$ cat src/rtl/semaforo_pkg.sv
// Shared definitions for the semaforo controller, its monitor and their benches:
// light encodings, decoded phase codes and default phase lengths.
package semaforo_pkg;

    localparam logic [2:0] VERDE_C    = 3'b001;
    localparam logic [2:0] AMARELO_C  = 3'b010;
    localparam logic [2:0] VERMELHO_C = 3'b100;

    typedef enum logic [1:0] {
        FASE_VERDE    = 2'd0,
        FASE_AMARELO  = 2'd1,
        FASE_VERMELHO = 2'd2,
        FASE_INVALIDA = 2'd3
    } fase_t;

    localparam logic [7:0] T_VERDE_DEF    = 8'd1;
    localparam logic [7:0] T_AMARELO_DEF  = 8'd3;
    localparam logic [7:0] T_VERMELHO_DEF = 8'd2;

    function automatic fase_t decodifica(input logic [2:0] luz);
        fase_t f;
        case (luz)
            VERDE_C:    f = FASE_VERDE;
            AMARELO_C:  f = FASE_AMARELO;
            VERMELHO_C: f = FASE_VERMELHO;
            default:    f = FASE_INVALIDA;
        endcase
        return f;
    endfunction

    // Only legal successor of each phase.
    function automatic fase_t proxima(input fase_t atual);
        fase_t f;
        case (atual)
            FASE_VERDE:    f = FASE_AMARELO;
            FASE_AMARELO:  f = FASE_VERMELHO;
            FASE_VERMELHO: f = FASE_VERDE;
            default:       f = FASE_INVALIDA;
        endcase
        return f;
    endfunction

endpackage

$ cat src/rtl/semaforo_monitor_fase_checker.sv
// Per-light checker: decodes one light, times the current phase and flags
// illegal codes, illegal transitions and out-of-range phase lengths (single-cycle pulses).
module semaforo_monitor_fase_checker
    import semaforo_pkg::*;
#(
    parameter logic [7:0] T_VERDE    = T_VERDE_DEF,
    parameter logic [7:0] T_AMARELO  = T_AMARELO_DEF,
    parameter logic [7:0] T_VERMELHO = T_VERMELHO_DEF
) (
    input  logic       clk,
    input  logic       rst,
    input  logic [2:0] i_luz,
    output fase_t      o_fase,
    output fase_t      o_dec,
    output logic       o_erro_cod,
    output logic       o_erro_ordem,
    output logic       o_erro_tempo,
    output logic       o_fim_ciclo
);

    fase_t      r_fase;
    logic [7:0] r_cnt;
    logic       r_primeira;
    logic       r_limpo;

    fase_t      w_dec;
    fase_t      w_fase_nx;
    logic [7:0] w_cnt_nx;
    logic       w_primeira_nx;
    logic       w_limpo_nx;
    logic       w_erro_cod;
    logic       w_erro_ordem;
    logic       w_erro_tempo;
    logic       w_fim_ciclo;

    // Next-state and check logic for one sampled light code.
    // r_limpo: a verde entry was seen with no invalid code since; a completed
    // cycle is only counted when the vermelho->verde exit closes such a span.
    always_comb begin
        w_dec         = decodifica(i_luz);
        w_fase_nx     = r_fase;
        w_cnt_nx      = r_cnt;
        w_primeira_nx = r_primeira;
        w_limpo_nx    = r_limpo;
        w_erro_cod    = 1'b0;
        w_erro_ordem  = 1'b0;
        w_erro_tempo  = 1'b0;
        w_fim_ciclo   = 1'b0;
        if (w_dec == FASE_INVALIDA) begin
            w_erro_cod    = 1'b1;
            w_fase_nx     = FASE_INVALIDA;
            w_cnt_nx      = 8'd0;
            w_primeira_nx = 1'b1;
            w_limpo_nx    = 1'b0;
        end else if (r_fase == FASE_INVALIDA) begin
            w_fase_nx  = w_dec;
            w_cnt_nx   = 8'd1;
            w_limpo_nx = (w_dec == FASE_VERDE);
        end else if (w_dec == r_fase) begin
            if (r_cnt == 8'hFF) begin
                w_cnt_nx = r_cnt;
            end else begin
                w_cnt_nx = r_cnt + 8'd1;
            end
        end else begin
            w_erro_ordem = (w_dec != proxima(r_fase));
            if (!r_primeira) begin
                case (r_fase)
                    FASE_VERDE:    w_erro_tempo = (r_cnt < T_VERDE);
                    FASE_AMARELO:  w_erro_tempo = (r_cnt != T_AMARELO);
                    FASE_VERMELHO: w_erro_tempo = (r_cnt < T_VERMELHO);
                    default:       w_erro_tempo = 1'b0;
                endcase
            end else begin
                w_erro_tempo = 1'b0;
            end
            w_fim_ciclo   = (r_fase == FASE_VERMELHO) && (w_dec == FASE_VERDE)
                            && !r_primeira && r_limpo;
            w_limpo_nx    = (w_dec == FASE_VERDE) ? 1'b1 : r_limpo;
            w_fase_nx     = w_dec;
            w_cnt_nx      = 8'd1;
            w_primeira_nx = 1'b0;
        end
    end

    // Phase, duration and history registers.
    always_ff @(posedge clk or negedge rst) begin
        if (!rst) begin
            r_fase     <= FASE_INVALIDA;
            r_cnt      <= 8'd0;
            r_primeira <= 1'b1;
            r_limpo    <= 1'b0;
        end else begin
            r_fase     <= w_fase_nx;
            r_cnt      <= w_cnt_nx;
            r_primeira <= w_primeira_nx;
            r_limpo    <= w_limpo_nx;
        end
    end

    assign o_fase       = r_fase;
    assign o_dec        = w_dec;
    assign o_erro_cod   = w_erro_cod;
    assign o_erro_ordem = w_erro_ordem;
    assign o_erro_tempo = w_erro_tempo;
    assign o_fim_ciclo  = w_fim_ciclo;

endmodule

$ cat src/rtl/semaforo_monitor.sv
// Passive monitor for the two semaforo lights: sticky error flags, conflict
// detection and a saturating count of completed A cycles. Never drives A/B.
module semaforo_monitor
    import semaforo_pkg::*;
#(
    parameter logic [7:0] T_VERDE    = T_VERDE_DEF,
    parameter logic [7:0] T_AMARELO  = T_AMARELO_DEF,
    parameter logic [7:0] T_VERMELHO = T_VERMELHO_DEF
) (
    input  logic        clk,
    input  logic        rst,
    input  logic [2:0]  A,
    input  logic [2:0]  B,
    output logic [1:0]  fase_a,
    output logic [1:0]  fase_b,
    output logic        err_cod,
    output logic        err_confl,
    output logic        err_ordem,
    output logic        err_tempo,
    output logic        err,
    output logic [15:0] ciclos
);

    fase_t       w_fase_a;
    fase_t       w_fase_b;
    fase_t       w_dec_a;
    fase_t       w_dec_b;
    logic        w_cod_a;
    logic        w_cod_b;
    logic        w_ordem_a;
    logic        w_ordem_b;
    logic        w_tempo_a;
    logic        w_tempo_b;
    logic        w_fim_a;
    logic        w_unused_fim_b;

    logic        r_err_cod;
    logic        r_err_confl;
    logic        r_err_ordem;
    logic        r_err_tempo;
    logic        r_err;
    logic [15:0] r_ciclos;

    logic        w_confl;
    logic        w_cod_nx;
    logic        w_confl_nx;
    logic        w_ordem_nx;
    logic        w_tempo_nx;
    logic [15:0] w_ciclos_nx;

    semaforo_monitor_fase_checker #(
        .T_VERDE    (T_VERDE),
        .T_AMARELO  (T_AMARELO),
        .T_VERMELHO (T_VERMELHO)
    ) u_checker_a (
        .clk          (clk),
        .rst          (rst),
        .i_luz        (A),
        .o_fase       (w_fase_a),
        .o_dec        (w_dec_a),
        .o_erro_cod   (w_cod_a),
        .o_erro_ordem (w_ordem_a),
        .o_erro_tempo (w_tempo_a),
        .o_fim_ciclo  (w_fim_a)
    );

    semaforo_monitor_fase_checker #(
        .T_VERDE    (T_VERDE),
        .T_AMARELO  (T_AMARELO),
        .T_VERMELHO (T_VERMELHO)
    ) u_checker_b (
        .clk          (clk),
        .rst          (rst),
        .i_luz        (B),
        .o_fase       (w_fase_b),
        .o_dec        (w_dec_b),
        .o_erro_cod   (w_cod_b),
        .o_erro_ordem (w_ordem_b),
        .o_erro_tempo (w_tempo_b),
        .o_fim_ciclo  (w_unused_fim_b)
    );

    // Sticky flag accumulation, conflict check and cycle counter next value.
    always_comb begin
        w_confl    = ((w_dec_a == FASE_VERDE) || (w_dec_a == FASE_AMARELO))
                     && ((w_dec_b == FASE_VERDE) || (w_dec_b == FASE_AMARELO));
        w_cod_nx   = r_err_cod   | w_cod_a   | w_cod_b;
        w_confl_nx = r_err_confl | w_confl;
        w_ordem_nx = r_err_ordem | w_ordem_a | w_ordem_b;
        w_tempo_nx = r_err_tempo | w_tempo_a | w_tempo_b;
        if (w_fim_a && (r_ciclos != 16'hFFFF)) begin
            w_ciclos_nx = r_ciclos + 16'd1;
        end else begin
            w_ciclos_nx = r_ciclos;
        end
    end

    // Output registers; flags only clear on reset.
    always_ff @(posedge clk or negedge rst) begin
        if (!rst) begin
            r_err_cod   <= 1'b0;
            r_err_confl <= 1'b0;
            r_err_ordem <= 1'b0;
            r_err_tempo <= 1'b0;
            r_err       <= 1'b0;
            r_ciclos    <= 16'd0;
        end else begin
            r_err_cod   <= w_cod_nx;
            r_err_confl <= w_confl_nx;
            r_err_ordem <= w_ordem_nx;
            r_err_tempo <= w_tempo_nx;
            r_err       <= w_cod_nx | w_confl_nx | w_ordem_nx | w_tempo_nx;
            r_ciclos    <= w_ciclos_nx;
        end
    end

    assign fase_a    = w_fase_a;
    assign fase_b    = w_fase_b;
    assign err_cod   = r_err_cod;
    assign err_confl = r_err_confl;
    assign err_ordem = r_err_ordem;
    assign err_tempo = r_err_tempo;
    assign err       = r_err;
    assign ciclos    = r_ciclos;

endmodule

$ cat config.mk
export PLATFORM = sky130hd
export DESIGN_NAME = semaforo_monitor
export DESIGN_NICKNAME = d
export VERILOG_FILES = /design/src/rtl/semaforo_pkg.sv /design/src/rtl/semaforo_monitor_fase_checker.sv /design/src/rtl/semaforo_monitor.sv
export SDC_FILE = /design/constraint.sdc
export NUM_CORES = 1
export LEC_CHECK = 0
export ABC_CLOCK_PERIOD_IN_PS = 3100
export CAP_MARGIN = 0
export CORE_ASPECT_RATIO = 1.2
export CORE_MARGIN = 4
export CORE_UTILIZATION = 55
export DETAILED_ROUTE_END_ITERATION = 8
export PLACE_DENSITY = 0.79
export SLEW_MARGIN = 25
export SYNTH_ARGS = -nofsm -noshare
export SYNTH_HDL_FRONTEND = slang
export SYNTH_SLANG_ARGS = --single-unit
$ cat constraint.sdc
create_clock -name clk -period 3.1 [get_ports clk]
set_clock_uncertainty 0.2 [all_clocks]
set_input_delay 0.93 -clock clk [delete_from_list [all_inputs] [get_ports clk]]
set_output_delay 0.93 -clock clk [all_outputs]
set_load 0.1 [all_outputs]
Word-level counts from Yosys, hierarchy flattened
Cells that the tools add are included.

word-level totals
  register bits after elaboration = 44
  latch bits = 0
  RAM bits = 0
  memory bits (read-only) = 0
  input bits = 8
  memories kept = 0

cells by class
  $add $sub $neg = 3
  multiply operators = 0
  div/mod/pow operators = 0
  magnitude comparators = 4
  equality and inequality tests = 33
  shifts and indexed selects = 0
  muxes and demuxes = 55
  bitwise operators = 10
  reductions and logical operators = 16

operator list
  operator                                                               number
  8-bit two-way mux                                                      8
  1-bit two-way mux                                                      29
  2-bit two-way mux                                                      12
  2-bit one-hot mux with 3 select lines                                  4
  16-bit by 1-bit adder with 16-bit output (second input constant)       1
  8-bit by 1-bit adder with 8-bit output (second input constant)         2
  8-bit == test (second input constant)                                  2
  8-bit by 1-bit < comparator with 1-bit output (second input constant)  2
  8-bit by 2-bit < comparator with 1-bit output (second input constant)  2
  16-bit != test (second input constant)                                 1
  8-bit by 2-bit != test with 1-bit output (second input constant)       2
  2-bit == test (second input constant)                                  6
  1-bit bitwise OR                                                       10
  2-bit by 1-bit == test with 1-bit output (second input constant)       4
  2-bit logical NOT                                                      4
  2-bit by 1-bit != test with 1-bit output (second input constant)       4
  4-bit by 2-bit != test with 1-bit output (second input constant)       2
  3-bit by 1-bit == test with 1-bit output (second input constant)       2
  3-bit by 2-bit == test with 1-bit output (second input constant)       2
  3-bit == test (second input constant)                                  2
  3-bit by 1-bit != test with 1-bit output (second input constant)       2
  1-bit one-hot mux with 3 select lines                                  2
  2-bit AND reduction                                                    3
  1-bit logical AND                                                      5
  other kinds (5)                                                        8

Longest topological paths before layout
Gate-level depths: netlist of run 1.

  word-level depth = 14
  depth in mapped cells = 8

By module
Synthesis of run 1 repeated with hierarchy kept, for this count alone.

unflattened totals
  cell total of the unflattened synthesis = 281
  area total of the unflattened synthesis = 2,788.9 sq um

modules (own cells, without submodules)
  module                                       instances  cells each  area an instance (sq um)  sequential area each (sq um)
  semaforo_monitor                             1          81          954.7                     525.5
  semaforo_monitor_fase_checker (u_checker_a)  1          101         924.6                     304.0
  semaforo_monitor_fase_checker (u_checker_b)  1          99          909.6                     304.0

Worst setup path after synthesis of run 1
OpenSTA, ideal clock, no wires.

  kind = flip-flop to flip-flop
  start = register u_checker_a.r_fase[0], in the netlist u_checker_a.o_fase[0]
  end = register r_err, in the netlist err
  library setup time = 0.135 ns
  data arrival time = 2.297 ns
  setup slack = 0.468 ns
  stages on the path, launching flop included = 9
  buffers on the path = 1
  path through = dfstp_2 > buf_2 > inv_1 > ha_1 > and2_0 > o2111ai_1 > a2111oi_1 > a311o_2 > nand4b_4

on the way
  elaborated cells between the ends (all ways) = 24
  classes of those cells = eq/ne (5); mux (12); bitwise (6); reduce/logical (1)

RTL lines
  item                                         line                                 source
  start: declaration                           semaforo_monitor_fase_checker.sv:21  fase_t r_fase;
  start signal: assignment                     semaforo_monitor_fase_checker.sv:94  r_fase <= w_fase_nx;
  2-bit == test, or another cell as far along  semaforo_monitor_fase_checker.sv:68  case (r_fase)
  1-bit one-hot mux with 3 select lines        semaforo_monitor_fase_checker.sv:68
  1-bit two-way mux                            semaforo_monitor_fase_checker.sv:67  if (!r_primeira) begin
  1-bit two-way mux                            semaforo_monitor_fase_checker.sv:59  end else if (w_dec == r_fase) begin
  1-bit two-way mux (*)                        semaforo_monitor_fase_checker.sv:55  end else if (r_fase == FASE_INVALIDA) begin
  1-bit two-way mux (*)                        semaforo_monitor_fase_checker.sv:49  if (w_dec == FASE_INVALIDA) begin
  1-bit bitwise OR (*) (2 in a row)            semaforo_monitor.sv:90               w_tempo_nx = r_err_tempo | w_tempo_a | w_tempo_b;
  named net w_tempo_nx                         semaforo_monitor.sv:48               logic w_tempo_nx;
  1-bit bitwise OR (*)                         semaforo_monitor.sv:112              r_err <= w_cod_nx | w_confl_nx | w_ordem_nx | w_tempo_nx;
  end signal: assignment                       semaforo_monitor.sv:112
  end: declaration                             semaforo_monitor.sv:41               logic r_err;

The timed path passes the listed nets; every way through them passes the cells marked *. The select of a mux whose other input is x is not followed.
A chain may end at the register's enable or synchronous reset.

Worst setup path in the final report of run 1
  start = input A[0]
  end = register r_ciclos[5], in the netlist ciclos[5]

on the way
  cells in the longest elaborated chain, start to end = 10
  elaborated cells between the ends (all ways) = 14
  classes of those cells = eq/ne (5); mux (4); reduce/logical (5)

RTL lines
  item                                         line                                 source
  start: declaration                           semaforo_monitor.sv:12               input logic [2:0] A,
  3-bit == test, or another cell as far along  semaforo_pkg.sv:22                   case (luz)
  2-bit one-hot mux with 3 select lines (*)    semaforo_pkg.sv:22
  2-bit logical NOT                            semaforo_monitor_fase_checker.sv:77  w_fim_ciclo = (r_fase == FASE_VERMELHO) && (w_dec == FASE_VERDE)
  1-bit logical AND                            semaforo_monitor_fase_checker.sv:77
  1-bit logical AND (2 in a row)               semaforo_monitor_fase_checker.sv:78  && !r_primeira && r_limpo;
  1-bit two-way mux                            semaforo_monitor_fase_checker.sv:59
  1-bit two-way mux                            semaforo_monitor_fase_checker.sv:55
  1-bit two-way mux (*)                        semaforo_monitor_fase_checker.sv:49
  1-bit logical AND (*)                        semaforo_monitor.sv:91               if (w_fim_a && (r_ciclos != 16'hFFFF)) begin
  end signal: assignment                       semaforo_monitor.sv:113              r_ciclos <= w_ciclos_nx;
  end: declaration                             semaforo_monitor.sv:42               logic [15:0] r_ciclos;

Mark *: on every way between the ends. The rest lies on a longest branch, timed or not.

==> run metrics, run 1 <==
# setup viols final 0; Mapped Area 2730 µm²; CTS Root Cell clkbuf_8; max capacitance violation total 0; multi-input logic area roughly 1500 µm²; core area 4700 µm²; WS Path Type input port to flip-flop; clock sinks 44; Vias/cell 5.83; Min-Delay Path Class flip-flop to flip-flop; Filler cells 377; Layout area overhead 18.0%; Final min period ~2.7 ns; Ports 33; n_diodes 0; die span in x 72.4 µm; drt drc 0; die height ~85 µm; Reg2Reg Depth 7; largest net degree at the start of global routing 45; initial antenna violation count 0; Total Neg Setup Slack 0 ns; post-synthesis mux area share 0.778%; final worst path period share 88.0%; starting density of the core a little under 60%; CTS tree built; post-synthesis async set-or-reset flop share 100%; Synth Instances 283; Final Hold Fails 0; CP Data Required Time 3.12 ns; Yosys cell types 61; worst vdd ir 0.000317 V; average wire per standard cell 14.9 µm; RSZ-0062 raised after global routing no; most numerous cell in the Yosys netlist dfrtp_1; CP arrival 2.75 ns; Num CTS Buffers 5; largest family of logic cells by synthesized area simple AND/OR/NAND/NOR gates; Antenna Nets Post-Route 0; Synth top area share 34.8%; Routed Wire Length 5800 µm; CP Launch Type input port; GRT Residual Overflow 0; vias in the first global route 2229; syn_nets 304; Final Max Slew Viols 0; Post-synth EDFFs 0; Post-DP HPWL between 4000 and 5000 µm; first-pass GRT wire length 10100 µm; Top FF cell, synth dfrtp_1; Worst Max-Slew Pin Slew 0.542 ns; fmax around 370 MHz; Worst Path Max Fanout 7; outcome complete, no violations; Hold Crit Depth 2; die area 6170 µm²; Hold Slack roughly 0.3 ns; ranking of synthesized cells by area dfrtp_1 (35%), ha_1 (5.9%), dfstp_2 (5.8%); Vias 2262; #FFs+latches synth 44; H-tree depth 2; post-synthesis sequential area ratio 40.5%; leading area contributor after synthesis dfrtp_1; Sequential Area between 1000 and 1500 µm²; Synth Area in Adders ~6.3%; hold_buf cts 0; Simple-Gate Fraction of Synth Area a little over a quarter; Lkg Pwr 1.47 nW; Synth Area in XOR/XNOR 7.37%; Max Root-Sink Buffers 2; layout net count 350; Clock Latency Late Sink 0.30 ns; Ys Warns 0; gp weighted congestion 0.817; clk slew on worst S/H paths 0.08 ns; Syn Area/Cell between 9 and 10 µm²; CP endpoint kind flip-flop; Commonest cells post-synth dfrtp_1 (38), nor2_1 (29), inv_1 (15); Pre-antenna DRT Iters 4; Power Density between 300 and 400 nW/µm²; Rows 27; share of layout cells above drive strength 1 between 20 and 25%; Compound-Gate Fraction of Synth Area 14.1%; total setup buffers inserted after CTS 0; Iteration-0 DRC Markers 134; IO Port Bufs 32; Max-slew headroom 63.9%; gr usage total 20.3%; post-cts sizing count 0
[metal layers]
metal	up-vias	GRT usage, %	wire length [µm]
met1	1094	23.6	2400
met3	6	4.50	226
met4	0	6.15	75
met2	44	36.5	3100
li1	1118	-	-
met5	-	0	0
[state kept, by name, summed over array words and instances (netlist names)]
| register | count |
|---|---|
| u_checker_b.o_fase | 2 |
| u_checker_a.r_primeira | 1 |
| err_tempo | 1 |
| u_checker_a.r_limpo | 1 |
| err_cod | 1 |
| err | 1 |
| u_checker_a.r_cnt | 8 |
| u_checker_b.r_cnt | 8 |
| u_checker_a.o_fase | 2 |
| err_ordem | 1 |
| err_confl | 1 |
| u_checker_b.r_primeira | 1 |
| ciclos | 16 |
[placed cells by master (no fill, tap or decap), drive strengths merged, types with 10 or more instances in the layout]
cell type / count
a21oi: 14
and3: 10
buf: 41
dfrtp: 38
ha: 13
inv: 15
nand2: 13
nand3: 13
nand4: 11
nor2: 29
o21ai: 11
xnor2: 10
xor2: 13
[layout make-up]
| class | instances | area share, % |
|---|---|---|
| inverter | 15 | 1.74 |
| timing repair buffer | 47 | 11.3 |
| tap | 58 | 2.25 |
| sequential | 44 | 34.4 |
| clock inverter | 2 | 0.465 |
| clock buffer | 6 | 2.56 |
| multi-input combinational | 216 | 47.3 |
[power by group]
| group | leakage [nW] | switching (mW) | total (mW) | internal [mW] |
|---|---|---|---|---|
| logic | 0.861 | 0.177 | 0.270 | 0.0928 |
| registers | 0.566 | 0.0229 | 0.620 | 0.597 |
| clock network | 0.0434 | 0.204 | 0.385 | 0.180 |
| total | 1.47 | 0.404 | 1.27 | 0.871 |
[path summary, 6_finish.rpt]
kind,from,to,slack [ns]
max in group asynchronous,rst,u_checker_a.r_primeira,1.83
setup reg to reg,u_checker_a.o_fase[0],err,0.78
hold reg to reg,err_cod,err_cod,0.30
min in group asynchronous,rst,err_confl,0.49
hold / removal,err_cod,err_cod,0.30
setup / recovery,A[0],ciclos[5],0.37
[kinds of logic (layout without fill, tap and decap cells)]
kind of cell | Yosys count | in the layout
AOI/OAI and AO/OA | 53 | 53
muxes | 2 | 2
adders and majority gates | 14 | 14
xor gates and xnor gates | 23 | 23
and+or+nand+nor | 124 | 124
buffers and inverters | 23 | 70
DFF | 44 | 44
[worst max-delay path, cell delays in order]
cell and delay [ns]:
clkdlybuf4s50_1 0.56, buf_4 0.18, nor3b_4 0.24, nand3b_2 0.14, nor3_4 0.35, nand3_1 0.15
xnor2_1 0.20
[stage by stage]
| step | power [mW] | setup WS [ns] | util [%] | std cells | area [µm²] |
|---|---|---|---|---|---|
| floorplan | 0.820 | 0.468 | - | 283 | 2730 |
| global placement | 0.897 | 0.106 | 66.6 | 380 | 3130 |
| detailed placement | 0.901 | 0.0666 | 66.6 | 380 | 3130 |
| CTS | 1.29 | 0.385 | 68.7 | 388 | 3230 |
| global route | 1.34 | 0.221 | 68.7 | 388 | 3230 |
| finish | 1.27 | 0.371 | 68.7 | 388 | 3230 |
Power figures use the tool's default switching activity.
==> inputs of run 2 (changes only) <==
Settings changed: CTS_BUF_LIST set to sky130_fd_sc_hd__clkbuf_8.
==> results of run 2 <==
Same layout as run 1: the final DEF is identical, and so are final timing and power.
